File: src/rtl/apb_rx_fifo.sv
// rtl/apb_rx_fifo.sv - UART RX receive FIFO with frame check, overflow and threshold status
module apb_rx_fifo #(
  parameter int DEPTH  = 16,
  parameter int AW     = 4,
  parameter int THRESH = 8
) (
  input  logic          clk,
  input  logic          rstn,
  input  logic          mode,
  input  logic          push,
  input  logic [9:0]    push_data,
  input  logic          pop,
  output logic [7:0]    pop_data,
  output logic          pop_ferr,
  output logic          pop_valid,
  output logic          empty,
  output logic          full,
  output logic [AW:0]   count,
  output logic          overflow,
  input  logic          ovf_clr,
  output logic          thresh_irq
);

  localparam logic [AW:0] DEPTH_C  = (AW + 1)'(DEPTH);
  localparam logic [AW:0] THRESH_C = (AW + 1)'(THRESH);

  logic [8:0]    mem [DEPTH];
  logic [AW-1:0] wptr;
  logic [AW-1:0] rptr;

  logic [7:0]    in_data;
  logic          in_ferr;
  logic          pop_accept;
  logic          push_accept;
  logic          push_drop;
  logic [AW:0]   count_nxt;

  // Start bit must be 0 and stop bit must be 1 in 10-bit frames.
  always_comb begin
    in_data = push_data[7:0];
    in_ferr = 1'b0;
    if (mode) begin
      in_data = push_data[8:1];
      in_ferr = push_data[0] | ~push_data[9];
    end
  end

  // A pop in the same cycle frees a slot, so a push into a full FIFO still lands.
  assign pop_accept  = pop && !empty;
  assign push_accept = push && (!full || pop_accept);
  assign push_drop   = push && full && !pop_accept;

  always_comb begin
    count_nxt = count;
    if (push_accept && !pop_accept) begin
      count_nxt = count + (AW + 1)'(1);
    end else if (!push_accept && pop_accept) begin
      count_nxt = count - (AW + 1)'(1);
    end
  end

  always_ff @(posedge clk) begin
    if (push_accept) begin
      mem[wptr] <= {in_ferr, in_data};
    end
  end

  always_ff @(posedge clk) begin
    if (!rstn) begin
      wptr       <= '0;
      rptr       <= '0;
      count      <= '0;
      empty      <= 1'b1;
      full       <= 1'b0;
      thresh_irq <= 1'b0;
    end else begin
      if (push_accept) begin
        wptr <= wptr + AW'(1);
      end
      if (pop_accept) begin
        rptr <= rptr + AW'(1);
      end
      count      <= count_nxt;
      empty      <= (count_nxt == '0);
      full       <= (count_nxt == DEPTH_C);
      thresh_irq <= (count_nxt >= THRESH_C);
    end
  end

  always_ff @(posedge clk) begin
    if (!rstn) begin
      pop_valid <= 1'b0;
      pop_data  <= '0;
      pop_ferr  <= 1'b0;
    end else begin
      pop_valid <= pop_accept;
      if (pop_accept) begin
        pop_data <= mem[rptr][7:0];
        pop_ferr <= mem[rptr][8];
      end
    end
  end

  // A dropped push wins over a simultaneous clear so the loss is never hidden.
  always_ff @(posedge clk) begin
    if (!rstn) begin
      overflow <= 1'b0;
    end else if (push_drop) begin
      overflow <= 1'b1;
    end else if (ovf_clr) begin
      overflow <= 1'b0;
    end
  end

endmodule
File: config.mk
export PLATFORM = sky130hd
export DESIGN_NAME = apb_rx_fifo
export DESIGN_NICKNAME = d
export VERILOG_FILES = /design/src/rtl/apb_rx_fifo.sv
export SDC_FILE = /design/constraint.sdc
export NUM_CORES = 1
export LEC_CHECK = 0
export CORE_MARGIN = 1
export CORE_UTILIZATION = 30
export DETAILED_ROUTE_END_ITERATION = 10
export DONT_BUFFER_PORTS = 1
export GPL_ROUTABILITY_DRIVEN = 1
export HOLD_SLACK_MARGIN = 0.15
export PLACE_DENSITY_LB_ADDON = 0.15
export RECOVER_POWER = 25
export SYNTH_ARGS = -nofsm -noshare
export SYNTH_HDL_FRONTEND = slang
export SYNTH_SLANG_ARGS = --single-unit
export TNS_END_PERCENT = 5
File: constraint.sdc
create_clock -name clk -period 3.2 [get_ports clk]
set_clock_uncertainty 0.1 [all_clocks]
set_input_delay 0.64 -clock clk [delete_from_list [all_inputs] [get_ports clk]]
set_output_delay 0.64 -clock clk [all_outputs]
set_load 0.01 [all_outputs]
==> results of run 1 <==
-- synth_stat cells (3+ instances only) --
cell	instances
sky130_fd_sc_hd__edfxtp_1	144
sky130_fd_sc_hd__nor2b_1	6
sky130_fd_sc_hd__buf_6	3
sky130_fd_sc_hd__nand2b_1	5
sky130_fd_sc_hd__xnor2_1	9
sky130_fd_sc_hd__a32oi_1	10
sky130_fd_sc_hd__a21oi_1	4
sky130_fd_sc_hd__inv_1	6
sky130_fd_sc_hd__clkbuf_1	9
sky130_fd_sc_hd__nor3_1	5
sky130_fd_sc_hd__nand3_1	10
sky130_fd_sc_hd__nor2_1	19
sky130_fd_sc_hd__a22oi_1	33
sky130_fd_sc_hd__ha_1	7
sky130_fd_sc_hd__o21ai_0	3
sky130_fd_sc_hd__buf_2	14
sky130_fd_sc_hd__mux4_2	3
sky130_fd_sc_hd__dfxtp_1	27
sky130_fd_sc_hd__and2_1	13
sky130_fd_sc_hd__mux2_2	8
sky130_fd_sc_hd__mux2i_1	67
sky130_fd_sc_hd__nand2_1	22
-- worst paths after layout --
path                                                 end                startpoint  cells past startpoint  slack (ps)
worst max register to register      mem[13][3]$_DFFE_PP_          empty$_SDFF_PN1_                      4         980
worst min register to register  pop_data[1]$_SDFFE_PN0P_  pop_data[1]$_SDFFE_PN0P_                      2         450
worst min-delay path                    empty$_SDFF_PN1_                      rstn                      1         220
worst max-delay path                mem[13][3]$_DFFE_PP_          empty$_SDFF_PN1_                      4         980
-- kinds of logic after synthesis --
logic type | after synthesis | synth area share, %
simple gates | 89 | 6.56
fa+ha+maj | 7 | 1.24
buf+inv | 35 | 2.54
compound gates | 63 | 7.41
xor+xnor | 11 | 1.37
mux | 78 | 11.8
flops | 171 | 69.1
-- worst reg2reg max path, cell delays in order (launching register included) --
cell                       delay, ps
sky130_fd_sc_hd__dfxtp_1         380
sky130_fd_sc_hd__nand2b_1        200
sky130_fd_sc_hd__a21boi_2        330
sky130_fd_sc_hd__nand2_1         180
sky130_fd_sc_hd__nor2_1          650
-- per-layer routing --
layer / track usage, % / part of all wire, % / up-vias
met5: 0 / 0 / -
met1: 18.8 / 46 / 1897
li1: - / - / 1770
met4: 4.34 / 1.1 / 0
met3: 3.29 / 5.1 / 11
met2: 23.1 / 48 / 88
-- through the flow --
stage / instances / total power [mW] / hold slack [ps]
after floorplan: 454 / 3.10 / 403
after global placement: 762 / 3.27 / 437
after detailed placement: 762 / 3.28 / 431
after CTS: 793 / 5.39 / 199
after global routing: 793 / 5.54 / 204
final: 793 / 5.34 / 217
-- state kept, by name, summed over array words and instances, names as in the netlist --
signal and cells:
full 1, mem 144, thresh_irq 1, pop_data 8, empty 1, rptr 4, wptr 4, pop_valid 1
overflow 1, count 5, pop_ferr 1
-- layout make-up --
class | instances | area share, %
clock buffer | 19 | 5.37
sequential | 171 | 60.4
inverter | 6 | 0.279
multi-input combinational | 248 | 24.7
tap | 313 | 4.86
timing repair buffer | 24 | 2.25
clock inverter | 12 | 2.14
-- power groups by stage --
stage	clock, mW	sequential (mW)	combinational (mW)
floorplan	0	2.62	0.475
global placement	0	2.69	0.585
detailed placement	0	2.69	0.590
CTS	2.16	2.64	0.592
global route	2.25	2.65	0.637
finish	2.12	2.64	0.578
==> impl_metrics.ini, run 1 <==
[placed_design]
preCtsSetupSlack_ps = 803
place.gp.congestion = 0.756
dpl.hpwl_um = 10600
placedInstanceArea_um2 = 7480
io_buffers = 0

[worst_setup_path]
crit_path_top_delay_cell = sky130_fd_sc_hd__nor2_1
cp.required_ps = 3150
timing.critical_path.slowest_cell_delay_ps = 650
path_cells = nand2b_1 > a21boi_2 > nand2_1 > nor2_1
cp_top_family = simple AND/OR/NAND/NOR gates
cp-start-kind = flop
critical_path_peak_fanout = 9
timing_worst_setup_path_type = reg -> reg
timing.critical_path.arrival_ps = 2160
critPathCaptureType = flop
worst-path-buf-inv = 0

[floorplanning]
placementRows = 55
die_height_um = 155
floorplan.die.width_um = 155
io-pin-count = 35
initial_utilization_pct = 30.8
floorplan.core_area_um2 = 22800
die-area_um2 = 24100

[timing]
final-max-slew-violation-count = 0
timing_worst_slew_pin_value_ps = 994
setup_total_negative_slack_ps = 0
finalSetupViolations = 0
setup_repair_after_global_routing_missed_its_margin = no
slew_headroom_pct = 33.8
finalCritPeriodShare_pct = 69.3
fin_crit_ps = 2220
max_freq_mhz = 451
setup_ws_ps = 983
report.final.hold_viol_count = 0

[route]
finalWirelength_um = 16000
vias_per_cell = 4.75
via_count = 3766
wire_per_inst_um = 20.2
number_of_iterations_in_the_first_detailed_routing_pass = 5
drc_violations = 0
route.antenna.remaining_nets = 0
drt_iter0_markers = 249

[clock_tree]
cts_tree = done
cts_buffer_count = 17
clk_latency_ps = 420
cts-hold-fix-buffers = 0
htreeDepth = 4
clkSlewWorstSetupHoldPaths_ps = 60
setup_fix_buffers_added_after_clock_tree_synthesis = 0
clk_root_buffer_cell = sky130_fd_sc_hd__clkbuf_16
postCtsResizedCells = 0
buffer_depth_of_the_longest_clock_path = 2
cts.sink_count = 171

[final_layout]
antenna_cells_inserted = 0
finalCoreUtilization_pct = 35.3
most_frequent_cells_in_the_layout = 144 x sky130_fd_sc_hd__edfxtp_1, 67 x sky130_fd_sc_hd__mux2i_1, 33 x sky130_fd_sc_hd__a22oi_1
sequential_area_um2 = 4870
final_design_area_no_fill_um2 = 8070
final_nets = 491
drive_gt1_share_pct = 13.5
multi_input_area_um2 = 2000
n_fill_cell = 2183
layout.cells.most_common = sky130_fd_sc_hd__edfxtp_1
area.growth.synth_to_final_pct = 14.6

[yosys]
synthesis_warnings = 0
synth.yosys.seq_area_share_pct = 69.1
ys_async_sr_fraction_pct = 0
synth_top_flop_cell = sky130_fd_sc_hd__edfxtp_1
syn_nets = 477
synthDistinctLibCells = 46
synthesis.instances = 454
postSynthAreaPerCell_um2 = 15.5
synth.largest_area_cell = sky130_fd_sc_hd__edfxtp_1
synth.top_cell.area_share_pct = 61.4
syn-cell-area_um2 = 7040
synth_enable_flop_cells = 144
leading_post_synthesis_cells_by_cell_area = sky130_fd_sc_hd__edfxtp_1 61%, sky130_fd_sc_hd__mux2i_1 9.5%, sky130_fd_sc_hd__dfxtp_1 7.7%
synth-seq-cells = 171

[status]
outcome = complete, no violations

[power_and_ir_drop]
portion_of_total_power_attributed_to_the_clock_network_pct = 39.7
cellLeakagePower_nw = 2.53
p_sw_share_pct = 24.0
power.density_cell_area_nw_per_um2 = 662
power.net_switching_mw = 1.28
seq_power_share_pct = 49.4
max-vdd-ir-drop_v = 0.000285
power.combinational.fraction_pct = 10.8
power.internal_mw = 4.06

[grt]
antenna_found_initial = 0
grt_pass1_vias = 3937
grt_start_max_net_pins = 36
overall_track_demand_over_capacity_in_global_routing_pct = 14.2
grt_first_pass_wirelength_um = 24500
grt_remaining_overflow = 0

[run]
cap_viol_max_count = 0

[min_path]
worst_hold_path_type = in -> reg
(Power assumes the default switching activity.)
==> run 2, diff against run 1 <==
Clock period 3.2 ns to 1.95 ns, I/O delays scaled along.
==> run 2 against run 1 <==
  * Combinational power up 99%
  * Die area unchanged
  * Critical path depth up 3
  * Worst setup slack worse by 870 ps
  * Non-clock buffer count up 20
  * Utilization up 1.0 points
  * Sequential share of layout area down 1.7 points
  * Worst hold slack worse by 3.4 ps
  * Count of clock-buffer cells in the layout down 1
  * Sequential power up 61%
  * Design area up 2.9%
==> impl_metrics.ini, run 2 (synthesis gave the netlist of run 1 again) <==
[worst_setup_path]
critical_path_peak_fanout = 9
cp-start-kind = flop
timing.critical_path.slowest_cell_delay_ps = 330
timing.critical_path.arrival_ps = 2010
cp.required_ps = 2120
timing_worst_setup_path_type = reg -> reg
ff2ff_path_depth = 7
path_cells = buf_4 > ha_1 > and2_1 > a21oi_2 > nor2_1 > o311ai_2 > a21oi_1
r2r_end = empty$_SDFF_PN1_
critPathCaptureType = flop
crit_path_top_delay_cell = sky130_fd_sc_hd__o311ai_2
reg2reg_setup_slack_ps = 110
timing.rr.start = count[1]$_SDFF_PN0_

[min_path]
min_from = push
hold_path_depth = 2
worst_hold_path_type = in -> reg
worst_hold_path_endpoint = count[1]$_SDFF_PN0_

[route]
via_count = 3820
route.antenna.remaining_nets = 0
number_of_iterations_in_the_first_detailed_routing_pass = 4
vias_per_cell = 4.70
finalWirelength_um = 15600
drc_violations = 0
wire_per_inst_um = 19.1
drt_iter0_markers = 247

[floorplanning]
die-area_um2 = 24100
floorplan.core_area_um2 = 22800
placementRows = 55
io-pin-count = 35
initial_utilization_pct = 30.8
floorplan.die.width_um = 155
die_height_um = 155

[final_layout]
final_design_area_no_fill_um2 = 8300
largest_register = mem
drive_gt1_share_pct = 18.2
most_frequent_cells_in_the_layout = 144 x sky130_fd_sc_hd__edfxtp_1, 67 x sky130_fd_sc_hd__mux2i_1, 33 x sky130_fd_sc_hd__a22oi_1
final_nets = 511
largest_register_ffs = 144
layout.cells.most_common = sky130_fd_sc_hd__edfxtp_1
area.growth.synth_to_final_pct = 17.9
largest_registers = mem (144), pop_data (8), count (5)
antenna_cells_inserted = 0
finalCoreUtilization_pct = 36.3

[power_and_ir_drop]
p_sw_share_pct = 25.8
max-vdd-ir-drop_v = 0.000485
power.density_cell_area_nw_per_um2 = 1020
seq_power_share_pct = 50.3
finalPower_mw = 8.45
power.internal_mw = 6.27
cellLeakagePower_nw = 2.65
power.net_switching_mw = 2.18
portion_of_total_power_attributed_to_the_clock_network_pct = 36.0
power.combinational.fraction_pct = 13.6

[timing]
report.final.hold_viol_count = 0
slew_headroom_pct = 45.5
setup_repair_after_global_routing_missed_its_margin = no
fin_crit_ps = 1840
finalSetupViolations = 0
finalCritPeriodShare_pct = 94.4
setup_ws_ps = 109
timing_worst_slew_pin_value_ps = 818
max_freq_mhz = 543
worst_hold_slack_ps = 213
final-max-slew-violation-count = 0

[grt]
grt_pass1_vias = 3897
grt_start_max_net_pins = 20
antenna_found_initial = 0
grt_remaining_overflow = 0
overall_track_demand_over_capacity_in_global_routing_pct = 13.7
grt_first_pass_wirelength_um = 23900

[placed_design]
dpl.hpwl_um = 10100
preCtsSetupSlack_ps = 74.4
placedInstanceArea_um2 = 7740
io_buffers = 0
place.gp.congestion = 0.743

[clock_tree]
setup_fix_buffers_added_after_clock_tree_synthesis = 0
htreeDepth = 4
clk_root_buffer_cell = sky130_fd_sc_hd__clkbuf_16
cts_tree = done
clk_latency_ps = 420
cts.sink_count = 171
buffer_depth_of_the_longest_clock_path = 2
clkSlewWorstSetupHoldPaths_ps = 70
cts_buffer_count = 17

[status]
outcome = complete, no violations

[run]
cap_viol_max_count = 0
[run 2: layout make-up]
type | instances | area (um2)
fillers | 2217 | 14500
flip-flops and latches | 171 | 4870
multi-input cells | 248 | 2020
repair buffers | 44 | 470
clock buffers | 18 | 429
well taps | 313 | 392
clock inverters | 13 | 95.1
inverters | 6 | 22.5
[run 2: power groups by stage]
stage                     clock network (mW)  registers (mW)  logic, mW
after floorplan                            0            4.31      0.781
after global placement                     0            4.33       1.15
after detailed placement                   0            4.33       1.16
after CTS                               3.13            4.25       1.17
after global routing                    3.29            4.27       1.27
final                                   3.04            4.25       1.15
[run 2: worst max path at each step]
stage,start,end,slack [ps],cells after the start
global placement,count[0]$_SDFF_PN0_,empty$_SDFF_PN1_,140,7
finish,count[1]$_SDFF_PN0_,empty$_SDFF_PN1_,110,7
floorplan,empty$_SDFF_PN1_,mem[11][0]$_DFFE_PP_,-70,5
CTS,count[0]$_SDFF_PN0_,empty$_SDFF_PN1_,20,7
detailed placement,count[0]$_SDFF_PN0_,empty$_SDFF_PN1_,70,7
global route,count[0]$_SDFF_PN0_,empty$_SDFF_PN1_,30,7
[run 2: routing by layer]
layer	global-route usage (%)	wire, um	part of all wire [%]
met1	18.1	7190	46
met2	22.3	7560	49
met3	3.73	685	4.4
met4	3.22	129	0.83
met5	0	0	0
[run 2: worst max-delay path: cells and delay by family (launching register included)]
family | cells | cell delay, ps
AND/OR/NAND/NOR | 2 | 290
AO/OA/AOI/OAI | 3 | 610
flip-flops | 1 | 320
buffers and inverters | 1 | 170
adder cells (fa/ha/maj) | 1 | 210
[run 2: metrics by stage]
step | cells | TNS, ps
2_1_floorplan | 454 | -4250
3_3_place_gp | 779 | 0
3_5_place_dp | 779 | 0
4_1_cts | 813 | 0
5_1_grt | 813 | 0
6_report | 813 | 0
[run 2: repair_timing]
| action | CTS | global route |
|---|---|---|
| hold endpoints to repair | 18 | 0 |
| gates resized for setup | 0 | 3 |
| hold buffers | 3 | 0 |
| endpoints found under the setup margin | 0 | 11 |
==> run 3, diff against run 2 <==
Settings changed: DONT_BUFFER_PORTS 1 to unset.
==> run 3 against run 2 <==
  * Sequential power hardly changed
  * Design area up 4.3%
  * Die area stayed put
  * Critical endpoint is now count[3]
  * Largest cell class unchanged
  * Highest routed layer unchanged
==> impl_metrics.ini, run 3 (synthesis gave the netlist of run 1 again) <==
[floorplanning]
io-pin-count = 35
floorplan.core_area_um2 = 22800
initial_utilization_pct = 30.8
floorplan.die.width_um = 155
die_height_um = 155
die-area_um2 = 24100
placementRows = 55

[power_and_ir_drop]
power.density_cell_area_nw_per_um2 = 1030
cellLeakagePower_nw = 2.82
max-vdd-ir-drop_v = 0.000551
finalPower_mw = 8.90

[route]
drt_iter0_markers = 218
route.antenna.remaining_nets = 0
vias_per_cell = 4.68
drc_violations = 0
via_count = 3979
wire_per_inst_um = 18.9
number_of_iterations_in_the_first_detailed_routing_pass = 4
finalWirelength_um = 16100

[grt]
grt_remaining_overflow = 0
grt_first_pass_wirelength_um = 24700
grt_start_max_net_pins = 24
grt_pass1_vias = 4066
antenna_found_initial = 0
overall_track_demand_over_capacity_in_global_routing_pct = 14.3

[worst_setup_path]
timing.critical_path.slowest_cell_delay_ps = 570
worst-path-stages = 1
path_cells = clkdlybuf4s50_1
ff2ff_path_depth = 7
cp_top_family = buffers and inverters
critPathCaptureType = output pin
critical_path_peak_fanout = 6
cp-start-kind = flop
timing_worst_setup_path_type = reg -> out
worst-path-buf-inv = 1
crit_path_top_delay_cell = sky130_fd_sc_hd__clkdlybuf4s50_1
timing.critical_path.arrival_ps = 1420
cp.required_ps = 1460

[clock_tree]
cts_tree = done
clkSlewWorstSetupHoldPaths_ps = 70
clk_latency_ps = 430
cts.sink_count = 171
clk_root_buffer_cell = sky130_fd_sc_hd__clkbuf_16
htreeDepth = 4
buffer_depth_of_the_longest_clock_path = 2
cts_buffer_count = 17

[final_layout]
largest_registers = mem (144), pop_data (8), count (5)
area.growth.synth_to_final_pct = 22.9
antenna_cells_inserted = 0
largest_register = mem
drive_gt1_share_pct = 18.4
most_frequent_cells_in_the_layout = 144 x sky130_fd_sc_hd__edfxtp_1, 66 x sky130_fd_sc_hd__mux2i_1, 33 x sky130_fd_sc_hd__a22oi_1, 33 x sky130_fd_sc_hd__buf_4, 30 x sky130_fd_sc_hd__clkdlybuf4s50_1
final_nets = 547
n_fill_cell = 2188
largest_register_ffs = 144
layout.cells.most_common = sky130_fd_sc_hd__edfxtp_1

[placed_design]
place.gp.congestion = 0.757
io_buffers = 34
dpl.hpwl_um = 10900

[timing]
worst_hold_slack_ps = 381
finalSetupViolations = 0
slew_headroom_pct = 58.7
fin_crit_ps = 1910
setup_repair_after_global_routing_missed_its_margin = yes
finalCritPeriodShare_pct = 98.0
timing_worst_slew_pin_value_ps = 619
max_freq_mhz = 523
final-max-slew-violation-count = 0
report.final.hold_viol_count = 0

[run]
cap_viol_max_count = 0

[min_path]
hold_path_depth = 2
worst_hold_path_type = reg -> reg

[status]
outcome = complete, no violations
-- run 3: path summary, 6_finish.rpt --
check	startpoint	to	slack (ps)
setup / recovery	count[3]$_SDFF_PN0_	count[3]	40
hold / removal	pop_data[3]$_SDFFE_PN0P_	pop_data[3]$_SDFFE_PN0P_	380
setup reg to reg	count[0]$_SDFF_PN0_	empty$_SDFF_PN1_	80
hold reg to reg	pop_data[3]$_SDFFE_PN0P_	pop_data[3]$_SDFFE_PN0P_	380
-- run 3: power breakdown --
part	leakage (nW)	internal (mW)	switching, mW
logic	1.01	0.608	0.695
clock network	0.284	1.91	1.45
registers	1.53	4.12	0.111
-- run 3: area by class of cell --
type,instances,area [um2],share of cell area [%]
Inverter,6,22.5,0.260
Tap cell,313,392,4.53
Timing Repair Buffer,80,744,8.61
Multi-Input combinational cell,248,2030,23.4
Clock buffer,17,425,4.92
Clock inverter,15,168,1.94
Sequential cell,171,4870,56.3
-- run 3: repair_timing --
item / in CTS / in global routing
pin swaps: 0 / 0
setup buffers: 0 / 0
hold buffers: 0 / 0
setup endpoints to repair: 4 / 13
resized for setup: 4 / 4
-- run 3: routing by layer --
metal  GRT usage [%]  wire [um]  part of all wire [%]  vias to the layer above
li1                -          -                     -                     1887
met5               0          0                     0                        -
met2            22.4       7590                    47                       71
met4            4.58        217                   1.3                        0
met3            3.26        726                   4.5                       14
met1            19.5       7560                    47                     2007
-- run 3: through the flow --
stage	TNS, ps	instances	setup WS (ps)	utilization [%]	instance area (um2)
final	0	850	39.6	37.9	8650
after global routing	-72.8	850	-40.3	37.9	8650
after CTS	-23.6	850	-23.6	37.9	8650
after detailed placement	-52610	818	-333	35.3	8060
after global placement	-47060	818	-333	35.3	8060
after floorplan	-4250	454	-70.4	-	7060
